`src/rtl/edge_trig_sched.sv`:
```
// Round-robin scheduler for N requesters that share one external registered
// compare-add/sub unit. Only one operation is in flight at any time.
module edge_trig_sched #(
    parameter int N       = 4,
    parameter int W       = 8,
    parameter int ALU_LAT = 1
) (
    input  logic             clk_i,
    input  logic             rst_i,
    input  logic [N-1:0]     req_valid_i,
    output logic [N-1:0]     req_ready_o,
    input  logic [N*W-1:0]   req_a_i,
    input  logic [N*W-1:0]   req_b_i,
    output logic [N-1:0]     rsp_valid_o,
    input  logic [N-1:0]     rsp_ready_i,
    output logic [W-1:0]     rsp_data_o,
    output logic [W-1:0]     alu_a_o,
    output logic [W-1:0]     alu_b_o,
    input  logic [W-1:0]     alu_res_i,
    output logic             busy_o
);

    localparam int IDW = $clog2(N);
    localparam int CW  = $clog2(ALU_LAT + 1);

    typedef enum logic [1:0] {
        S_IDLE  = 2'd0,
        S_GRANT = 2'd1,
        S_WAIT  = 2'd2,
        S_RESP  = 2'd3
    } state_t;

    state_t          state_q;
    logic [IDW-1:0]  gid_q;
    logic [IDW-1:0]  ptr_q;
    logic [CW-1:0]   cnt_q;
    logic [N-1:0]    req_ready_q;
    logic [N-1:0]    rsp_valid_q;
    logic [W-1:0]    rsp_data_q;
    logic [W-1:0]    alu_a_q;
    logic [W-1:0]    alu_b_q;
    logic            busy_q;

    logic [IDW-1:0]  gid_d;
    logic [IDW-1:0]  ptr_d;
    logic [W-1:0]    alu_a_d;
    logic [W-1:0]    alu_b_d;
    logic [W-1:0]    a_arr_s [N];
    logic [W-1:0]    b_arr_s [N];

    // First valid requester at or above the pointer, wrapping; later hits in
    // the descending scan overwrite earlier ones, so the nearest one wins.
    function automatic logic [IDW-1:0] pick(input logic [N-1:0] v, input logic [IDW-1:0] p);
        logic [IDW-1:0] r;
        int             idx;
        r = p;
        for (int k = N - 1; k >= 0; k--) begin
            idx = (int'(p) + k) % N;
            if (v[idx[IDW-1:0]]) begin
                r = idx[IDW-1:0];
            end else begin
                r = r;
            end
        end
        return r;
    endfunction

    function automatic logic [N-1:0] onehot(input logic [IDW-1:0] i);
        logic [N-1:0] r;
        r    = '0;
        r[i] = 1'b1;
        return r;
    endfunction

    for (genvar g = 0; g < N; g++) begin : g_slice
        assign a_arr_s[g] = req_a_i[g*W +: W];
        assign b_arr_s[g] = req_b_i[g*W +: W];
    end

    // Arbitration result, operand mux and pointer advance for the current grant.
    always_comb begin
        gid_d   = pick(req_valid_i, ptr_q);
        alu_a_d = a_arr_s[gid_q];
        alu_b_d = b_arr_s[gid_q];
        ptr_d   = (gid_q == IDW'(N - 1)) ? '0 : gid_q + 1'b1;
    end

    // Scheduler FSM with all handshake and ALU outputs registered.
    always_ff @(posedge clk_i or posedge rst_i) begin
        if (rst_i) begin
            state_q     <= S_IDLE;
            gid_q       <= '0;
            ptr_q       <= '0;
            cnt_q       <= '0;
            req_ready_q <= '0;
            rsp_valid_q <= '0;
            rsp_data_q  <= '0;
            alu_a_q     <= '0;
            alu_b_q     <= '0;
            busy_q      <= 1'b0;
        end else begin
            case (state_q)
                S_IDLE: begin
                    if (|req_valid_i) begin
                        gid_q       <= gid_d;
                        req_ready_q <= onehot(gid_d);
                        busy_q      <= 1'b1;
                        state_q     <= S_GRANT;
                    end else begin
                        state_q     <= S_IDLE;
                    end
                end
                S_GRANT: begin
                    req_ready_q <= '0;
                    if (req_valid_i[gid_q]) begin
                        alu_a_q <= alu_a_d;
                        alu_b_q <= alu_b_d;
                        cnt_q   <= '0;
                        state_q <= S_WAIT;
                    end else begin
                        busy_q  <= 1'b0;
                        state_q <= S_IDLE;
                    end
                end
                S_WAIT: begin
                    if (cnt_q == CW'(ALU_LAT)) begin
                        rsp_data_q  <= alu_res_i;
                        rsp_valid_q <= onehot(gid_q);
                        state_q     <= S_RESP;
                    end else begin
                        cnt_q       <= cnt_q + 1'b1;
                    end
                end
                S_RESP: begin
                    if (rsp_ready_i[gid_q]) begin
                        rsp_valid_q <= '0;
                        ptr_q       <= ptr_d;
                        busy_q      <= 1'b0;
                        state_q     <= S_IDLE;
                    end else begin
                        state_q     <= S_RESP;
                    end
                end
                default: begin
                    req_ready_q <= '0;
                    rsp_valid_q <= '0;
                    busy_q      <= 1'b0;
                    state_q     <= S_IDLE;
                end
            endcase
        end
    end

    assign req_ready_o = req_ready_q;
    assign rsp_valid_o = rsp_valid_q;
    assign rsp_data_o  = rsp_data_q;
    assign alu_a_o     = alu_a_q;
    assign alu_b_o     = alu_b_q;
    assign busy_o      = busy_q;

endmodule

```
`config.mk`:
```
export PLATFORM = sky130hd
export DESIGN_NAME = edge_trig_sched
export DESIGN_NICKNAME = d
export VERILOG_FILES = /design/src/rtl/edge_trig_sched.sv
export SDC_FILE = /design/constraint.sdc
export NUM_CORES = 1
export LEC_CHECK = 0
export CORE_MARGIN = 5
export CORE_UTILIZATION = 37
export CTS_CLUSTER_DIAMETER = 80
export DETAILED_ROUTE_END_ITERATION = 7
export PLACE_DENSITY = 0.78
export SYNTH_ARGS = -nofsm -noshare
export SYNTH_HDL_FRONTEND = slang
export SYNTH_SLANG_ARGS = --single-unit
```
`constraint.sdc`:
```
create_clock -name clk_i -period 1.6 [get_ports clk_i]
set_input_delay 0.4 -clock clk_i [delete_from_list [all_inputs] [get_ports clk_i]]
set_output_delay 0.4 -clock clk_i [all_outputs]
set_load 0.05 [all_outputs]
```
==> results.md, run 1 <==
* Antenna diodes at 0
* CTS sink count at 40
* DP Wirelength at 5.32 mm
* Worst skew pair latency at around 0.3 ns
* Cell Chain, Critical Path: mux4_2 -> nor2b_4 -> nand2_4 -> buf_12 -> buf_12 -> mux2_4
* Dominant cells by area after synthesis: dfrtp_1, mux4_1, mux2_2
* DR vias/cell at 5.19
* Post-route ant nets at 0
* # H-tree levels at 2
* Cell mode on critical path: buf_12
* I/O Buffers at between 100 and 150
* Routed WL per cell at 17.4 um
* Die H at 88.9 um
* Core Util, Final at 0.704
* FP Rows at 28
* Vias at 1994
* Share of the synthesized area in the top cell type at 0.434
* CP max FO at 8
* First-pass GRT wire length at a little over 10 mm
* Req. time, crit path at 1.79 ns
* Pwr/cell area at 2120 nW/um2
* Horiz. Die Dim at 88.9 um
* Starting Density at 0.385
* CTS Buf Count at 5
* CTS Hold Bufs at 0
* Final hold viol count at 0
* #FFs+latches synth at 40
* CTS tree: done
* Dominant cell type by area after synthesis: dfrtp_1
* Initial antenna violation count at 0
* Maximum vdd drop at 1370 uV
* Multi-input logic area at 1280 um2
* Asr flop ratio synth at 1.00
* LEAKAGE at about 1.9 nW
* Yosys warns at 0
* Fillers at a little over 400
* Synthesized net count at around 260
* Critical-path top delay cell: mux4_2
* Residual DRC at 0
* Synth Flop Type: dfrtp_1
* Fraction of layout cells with a size suffix above 1 at 0.362
* Tot Pwr at between 8 and 9 mW
* Max Cap Viol at 0
* GRT Overall Usage at 0.172
* Die Area at 7910 um2
* Worst-margin pin slew at between 0.3 and 0.4 ns
* Setup crit end kind: flop
* Fmax at 575 MHz
* FF/Latch Area at approximately 1000 um2
* Vias in the first global route at 2193
* WP data arrival at 1.93 ns
* Hold Path Class: input pin to async pin
* 1st-iter DRT viols at 93
* Final WS setup at -0.140 ns
* WL final at 6.68 mm
* Avg Cell Area, Syn at 13.6 um2
* Initial DRT Pass Iterations at 4
* Clk root buf: clkbuf_8
* Reg clk slew, reported paths at 0.08 ns
* Cell Area, Synth at 2300 um2
* NumNets Final at 394
* Worst setup path category: flop to flop
* Gpl congestion at 0.972
* Synth cell types at 38
* Sequential fraction of the synthesis area at 0.434
* Area delta synth->final at 83.1%
* Slew headroom at 0.756
* Gr busiest metal: met2
* GR Overflow Total at 0
* GR Util met3 at 0.0525
* Setup WS pre-CTS at -0.636 ns
* Core Region at 5990 um2
* Critical Path Source Type: flop
* Largest net degree at the start of global routing at 41
* EDFF count, synth at 0
* Skew final at approximately 0.010 ns
* RSZ-0062 raised after global routing: yes
* Violated checks: negative setup slack
* # setup viols final at 17
* Final Cycle Share at 1.09
* Hold_ws at about 0.43 ns
* Met1 usage at 0.192
* Synth Instances at 169
* Min cycle time layout at 1.74 ns
* IO Pins at about 120
* GR Util met2 at 0.311
* Outcome: finished, violations left
* Clock Path Buffers at 2
* Pins over their slew limit at 0
* Largest stage delay, worst path at 0.50 ns
-- synth_stat cells, types with 2 or more instances --
cell,count
a21o_1,2
a21oi_1,7
and2_1,2
buf_2,3
buf_6,2
clkbuf_1,2
dfrtp_1,40
ha_1,4
inv_1,4
mux2_2,17
mux2_4,9
mux4_1,10
mux4_2,8
nand2_1,11
nand2b_1,3
nand3_1,2
nor2_1,3
nor2b_1,7
nor3_1,3
o21a_1,3
o21ai_0,9
o31ai_1,2
-- sequential cells by signal, summed over array words and instances (netlist names) --
register / count
busy_o: 1
rsp_valid_o: 4
alu_a_o: 8
alu_b_o: 8
ptr_q: 2
rsp_data_o: 8
req_ready_o: 4
cnt_q: 1
state_q: 2
gid_q: 2
-- logic make-up after synthesis --
| family | share of synthesized area |
|---|---|
| adders and majority gates | 0.0217 |
| and+or+nand+nor | 0.103 |
| AOI/OAI and AO/OA | 0.0727 |
| muxes | 0.334 |
| buffers and inverters | 0.0347 |
| DFF | 0.434 |
-- cell type report --
class / count / share of cell area
clock buffers: 6 / 0.0196
clock inverters: 2 / 0.00356
inverters: 4 / 0.00356
multi-input cells: 117 / 0.303
flip-flops and latches: 40 / 0.237
well taps: 75 / 0.0222
repair buffers: 140 / 0.411
-- metal layers --
layer,share of wire,routed length [um],vias up
li1,-,-,914
met1,0.36,2400,967
met2,0.54,3580,100
met3,0.091,607,13
met4,0.015,98,0
met5,0,0,-
-- through the flow --
stage	setup TNS (ns)	area [um2]	std cells
detailed placement	-14.67	4010	372
CTS	-2.42	4210	384
global placement	-13.69	4010	372
finish	-2.03	4220	384
floorplan	-0.702	2300	169
global route	-3.07	4220	384
-- cells in the final DEF, fill, tap and decap left out, drive strengths merged, types with 2 or more instances in the layout --
master	Yosys	final
a21o	2	2
a21oi	7	7
and2	2	2
buf	6	59
clkbuf	2	6
clkdlybuf4s50	0	77
clkinvlp	0	2
dfrtp	40	40
dlygate4sd2	0	3
ha	4	4
inv	4	3
mux2	26	26
mux4	18	18
nand2	13	13
nand2b	3	3
nand3	2	2
nor2	3	3
nor2b	8	8
nor3	3	3
o21a	3	3
o21ai	10	10
o31ai	2	2
-- worst max-delay path, delay by kind of cell, from the launching register on --
kind / cells / cell delay [ns]
mux: 2 / 0.80
flops: 1 / 0.37
buf+inv: 2 / 0.24
simple gates: 2 / 0.23
-- report_power, final --
group	leakage, nW	total, mW	internal (mW)	switching, mW
sequential	0.481	2.13	1.53	0.602
clock	0.0434	0.713	0.349	0.364
combinational	1.33	6.11	3.33	2.78
total	1.85	8.95	5.20	3.74
-- path summary, 6_finish.rpt --
path | startpoint | to | slack (ns) | cells past startpoint
max | gid_q[1] | alu_b_o[1] | -0.14 | 6
min | rst_i | alu_b_o[5] | 0.43 | 3
max reg2reg | gid_q[1] | alu_b_o[1] | -0.14 | 6
min reg2reg | req_ready_o[1] | req_ready_o[1] | 0.56 | 2
max in group asynchronous | rst_i | gid_q[0] | 0.96 | 3
min in group clk_i | req_ready_o[1] | req_ready_o[1] | 0.56 | 2
-- timing repair --
action | in CTS | in global routing
resized for setup | 16 | 7
cloned | 1 | 0
setup buffers | 3 | 1
endpoints found under the setup margin | 27 | 27
pin swaps | 1 | 2
(Power assumes the default switching activity.)
==> run 2, diff against run 1 <==
--- a/config.mk
+++ b/config.mk
@@ -9,6 +9,7 @@
 export CORE_UTILIZATION = 37
 export CTS_CLUSTER_DIAMETER = 80
 export DETAILED_ROUTE_END_ITERATION = 7
+export GPL_TIMING_DRIVEN = 0
 export PLACE_DENSITY = 0.78
 export SYNTH_ARGS = -nofsm -noshare
 export SYNTH_HDL_FRONTEND = slang
==> results.md, run 2 (synthesis gave the netlist of run 1 again) <==
* Hold_ws at around 0.49 ns
* CTS tree: done
* Slew headroom at 0.456
* Pins over their slew limit at 0
* Max Cap Viol at 0
* Core Util, Final at 0.631
* Worst setup path category: input pin to flop
* Req. time, crit path at 1.79 ns
* Most frequent cells in the layout: clkdlybuf4s50_1, dfrtp_1, clkbuf_2
* Die Area at 7910 um2
* Critical Path Source Type: input pin
* Cell Count, Final, Fillers Out at between 300 and 400
* Vias in the first global route at 2089
* Starting Density at 0.385
* Routed WL per cell at about 17 um
* Area delta synth->final at 64.0%
* Residual DRC at 0
* Pwr/cell area at 2060 nW/um2
* IO Pins at about 120
* 1st-iter DRT viols at 53
* Violated checks: negative setup slack
* DR vias/cell at 5.11
* Die H at 88.9 um
* # H-tree levels at 2
* RSZ-0062 raised after global routing: yes
* Cells after DPL at 358
* Horiz. Die Dim at 88.9 um
* WP data arrival at 1.93 ns
* Clock Path Buffers at 2
* R2R Setup Slk at -0.14 ns
* I/O Buffers at 114
* Fraction of layout cells with a size suffix above 1 at 0.311
* Worst-margin pin slew at 0.815 ns
* FP Rows at 28
* NumNets Final at 387
* Vias at 1927
* Tot Pwr at 7.78 mW
* Core Region at ~6000 um2
* Commonest non-fill, non-tap cell in the layout: clkdlybuf4s50_1
* WL final at 6.53 mm
* Setup WS pre-CTS at -0.707 ns
* First-pass GRT wire length at approximately 9.8 mm
* Skew final at 0.00405 ns
* DP Wirelength at 4.91 mm
* Worst skew pair latency at 0.29 ns
* Fmax at between 500 and 600 MHz
* CP max FO at 8
* Final WS setup at -0.143 ns
* GR Overflow Total at 0
* Hold Path Class: flop to flop
* Final hold viol count at 0
* Placed Area at 3540 um2
* CTS Hold Bufs at 0
* Fin Setup TNS at -2.15 ns
* LEAKAGE at 1.68 nW
* Initial DRT Pass Iterations at 4
* CTS Buf Count at 5
* Post-route ant nets at 0
* # setup viols final at 17
* Clk root buf: clkbuf_8
* Reg clk slew, reported paths at 0.08 ns
* Setup crit end kind: flop
* Gpl congestion at 0.766
* Antenna diodes at 0
* Initial antenna violation count at 0
* CTS sink count at 40
* GRT Overall Usage at 0.164
* Maximum vdd drop at between 1000 and 1500 uV
* Final Cycle Share at 1.09
* Min cycle time layout at 1.74 ns
* Cell area after layout at 3780 um2
* Largest net degree at the start of global routing at 41
* Outcome: finished, violations left
-- run 2: cell count changes in the layout (fill, tap and decap cells not counted), moves of 2 or more --
cell / previous run / this run
clkinvlp_4: 2 / 0
clkinv_4: 0 / 2
clkdlybuf4s15_1: 1 / 12
o21ai_0: 9 / 2
buf_6: 2 / 4
clkdlybuf4s15_2: 0 / 3
o21ai_1: 1 / 7
buf_4: 19 / 8
clkbuf_2: 0 / 18
buf_12: 38 / 4
-- run 2: what timing repair did --
| action | CTS | global route |
|---|---|---|
| endpoints found under the setup margin | 71 | 64 |
| cloned | 1 | 0 |
| resized for setup | 82 | 44 |
| pin swaps | 0 | 3 |
| buffers inserted | 11 | 3 |
-- run 2: power by group --
part	switching [mW]	internal (mW)	total, mW	leakage [nW]
Combinational	2.81	2.24	5.05	1.14
Sequential	0.369	1.52	1.89	0.481
Clock	0.369	0.469	0.839	0.0583
-- run 2: worst paths after layout --
check,startpoint,endpoint,cells past startpoint
setup / recovery,req_valid_i[3],alu_a_o[6],6
hold / removal,req_ready_o[1],req_ready_o[1],2
setup reg to reg,gid_q[1],alu_a_o[6],5
hold reg to reg,req_ready_o[1],req_ready_o[1],2
max in group asynchronous,rst_i,gid_q[0],2
min in group asynchronous,rst_i,alu_b_o[1],2
-- run 2: final cells by class --
| type | count | area (um2) |
|---|---|---|
| inverters | 4 | 15.0 |
| repair buffers | 128 | 1210 |
| well taps | 75 | 93.8 |
| plain buffers | 5 | 51.3 |
| flip-flops and latches | 40 | 1000 |
| multi-input cells | 117 | 1290 |
| fillers | 453 | 2210 |
| clock inverters | 3 | 47.5 |
| clock buffers | 5 | 68.8 |
-- run 2: critical path: stages --
cell and delay (ns):
dlygate4sd2_1 0.31, mux4_2 0.49, nor2b_4 0.15, nand2_4 0.14, buf_12 0.15, mux2_4 0.29
-- run 2: metal layers --
| metal | GRT usage | part of all wire | up-vias |
|---|---|---|---|
| met5 | 0 | 0 | - |
| met4 | 0.0467 | 0.014 | 0 |
| met3 | 0.0599 | 0.098 | 9 |
| met2 | 0.310 | 0.54 | 84 |
| met1 | 0.169 | 0.34 | 931 |
| li1 | - | - | 903 |
==> run 3, diff against run 2 <==
--- a/config.mk
+++ b/config.mk
@@ -5,12 +5,13 @@
 export SDC_FILE = /design/constraint.sdc
 export NUM_CORES = 1
 export LEC_CHECK = 0
+export ABC_CLOCK_PERIOD_IN_PS = 1600
 export CORE_MARGIN = 5
 export CORE_UTILIZATION = 37
 export CTS_CLUSTER_DIAMETER = 80
 export DETAILED_ROUTE_END_ITERATION = 7
 export GPL_TIMING_DRIVEN = 0
-export PLACE_DENSITY = 0.78
+export PLACE_DENSITY = 0.75
 export SYNTH_ARGS = -nofsm -noshare
 export SYNTH_HDL_FRONTEND = slang
 export SYNTH_SLANG_ARGS = --single-unit
==> results.md, run 3 (synthesis gave the netlist of run 1 again) <==
* Worst setup path category: flop to flop
* Fraction of layout cells with a size suffix above 1 at 0.283
* Vias in the first global route at 2000
* Setup crit end kind: flop
* Die H at 88.9 um
* Routed WL per cell at 16.8 um
* Multi-input logic area at 1280 um2
* Hold Path Class: flop to flop
* FF/Latch Area at 1000 um2
* LEAKAGE at 1.66 nW
* Initial DRT Pass Iterations at 4
* I/O Buffers at 114
* Antenna diodes at 0
* Fmax at 567 MHz
* Slew headroom at 0.447
* Core Region at 5990 um2
* Clock power share at 0.085
* 1st-iter DRT viols at 46
* CP delay by family, top: multiplexers
* NetSw at 3.50 mW
* CTS sink count at 40
* Clock Path Buffers at 2
* DP Wirelength at 4.86 mm
* Largest stage delay, worst path at 0.51 ns
* Reg clk slew, reported paths at 0.08 ns
* Fillers at ~470
* GR Overflow Total at 0
* Final WS setup at -0.164 ns
* Final Cycle Share at 1.10
* CP max FO at 5
* Switching fraction of total power at 0.460
* Logic pwr share at 0.667
* Max Cap Viol at 0
* Vias at between 1500 and 2000
* CTS tree: done
* Largest net degree at the start of global routing at between 40 and 50
* IO Pins at between 100 and 150
* RSZ-0062 raised after global routing: yes
* Starting Density at 0.385
* Hold_ws at 0.483 ns
* Outcome: finished, violations left
* GRT Overall Usage at 0.157
* Pwr/cell area at a little over 2000 nW/um2
* Residual DRC at 0
* Violated checks: negative setup slack
* Area delta synth->final at 63.0%
* FP Rows at 28
* Final hold viol count at 0
* Post-route ant nets at 0
* CTS Buf Count at 5
* Cell mode on critical path: buf_12
* Most frequent cells in the layout: clkdlybuf4s50_1, dfrtp_1, mux2_4, clkdlybuf4s15_1, clkbuf_2
* # setup viols final at 17
* Skew final at 0.00763 ns
* First-pass GRT wire length at 9.44 mm
* Setup WS pre-CTS at -0.711 ns
* CTS Hold Bufs at 0
* Die Area at between 7000 and 8000 um2
* Commonest non-fill, non-tap cell in the layout: clkdlybuf4s50_1
* Worst-margin pin slew at 0.828 ns
* Req. time, crit path at 1.78 ns
* NumNets Final at between 300 and 400
* Sequential Power Share at 0.248
* Worst skew pair latency at just under 0.3 ns
* Int Pwr at ~4 mW
* # H-tree levels at 2
* Initial antenna violation count at 0
* Worst path buffer plus inverter count at 2
* Gpl congestion at 0.790
* Clk root buf: clkbuf_8
* Min cycle time layout at 1.76 ns
* Critical Path Source Type: flop
* Pins over their slew limit at 0
* Maximum vdd drop at 978 uV
* Critical-path top delay cell: mux4_2
* WP data arrival at 1.94 ns
* DR vias/cell at 5.06
* Horiz. Die Dim at 88.9 um
* Cell Chain, Critical Path: mux4_2 -> nor2b_4 -> nand2_4 -> buf_12 -> buf_12 -> mux2_4
* WL final at 6.31 mm
==> run 3: changes by cell type in the layout (fill, tap and decap cells not counted), moves of 2 or more <==
cell             change
clkbuf_2             -5
clkdlybuf4s15_1      +5
o21ai_0              +4
o21ai_1              -4
buf_12               +2
buf_6                -2
clkdlybuf4s15_2      -2
clkinv_4             -2
dlygate4sd2_1        +2
nand3_2              +2
==> run 3: worst register-to-register path: stages, from the launching register on <==
cell     delay [ns]
dfrtp_1        0.37
mux4_2         0.51
nor2b_4        0.15
nand2_4        0.10
buf_12         0.12
buf_12         0.11
mux2_4         0.30
==> run 3: timing repair <==
item | 4_1_cts | 5_1_grt
gates resized for setup | 67 | 45
endpoints found under the setup margin | 72 | 57
gates cloned | 1 | 0
pin swaps | 0 | 0
setup buffers | 8 | 4
==> run 3: metal layers <==
layer | vias to the layer above | wire [um] | part of all wire | global-route usage
met1 | 907 | 2380 | 0.38 | 0.183
met3 | 8 | 636 | 0.10 | 0.0562
met5 | - | 0 | 0 | 0
li1 | 896 | - | - | -
met2 | 87 | 3210 | 0.51 | 0.274
met4 | 0 | 87 | 0.014 | 0.0453
==> run 3: path summary, 6_finish.rpt <==
check / start / to / slack, ns / cells after the start
hold / removal: req_ready_o[1] / req_ready_o[1] / 0.48 / 2
min in group asynchronous: rst_i / rsp_valid_o[0] / 0.60 / 2
hold reg to reg: req_ready_o[1] / req_ready_o[1] / 0.48 / 2
setup / recovery: gid_q[1] / alu_b_o[0] / -0.16 / 6
setup reg to reg: gid_q[1] / alu_b_o[0] / -0.16 / 6
max in group asynchronous: rst_i / gid_q[0] / 0.43 / 2
==> run 3: power by group through the flow <==
| stage | Combinational (mW) | Sequential [mW] | Clock, mW |
|---|---|---|---|
| floorplan | 1.93 | 3.26 | 0 |
| global route | 5.37 | 1.96 | 0.705 |
| finish | 5.07 | 1.89 | 0.643 |
| CTS | 5.00 | 1.88 | 0.654 |
| global placement | 4.70 | 1.88 | 0 |
| detailed placement | 4.78 | 1.90 | 0 |
==> run 3: through the flow <==
step | power [mW] | util | TNS [ns] | instance area (um2) | std cells
3_3_place_gp | 6.58 | 0.591 | -41.59 | 3540 | 358
2_1_floorplan | 5.18 | - | -0.702 | 2300 | 169
3_5_place_dp | 6.68 | 0.591 | -17.82 | 3540 | 358
6_report | 7.60 | 0.627 | -1.96 | 3760 | 375
4_1_cts | 7.54 | 0.627 | -2.84 | 3760 | 372
5_1_grt | 8.04 | 0.627 | -2.64 | 3760 | 375
==> run 3: cell type report <==
class,count,area share
clock buffers,6,0.0193
flip-flops and latches,40,0.267
well taps,75,0.0250
multi-input cells,117,0.341
clock inverters,1,0.00133
inverters,4,0.00400
plain buffers,7,0.0220
repair buffers,125,0.321
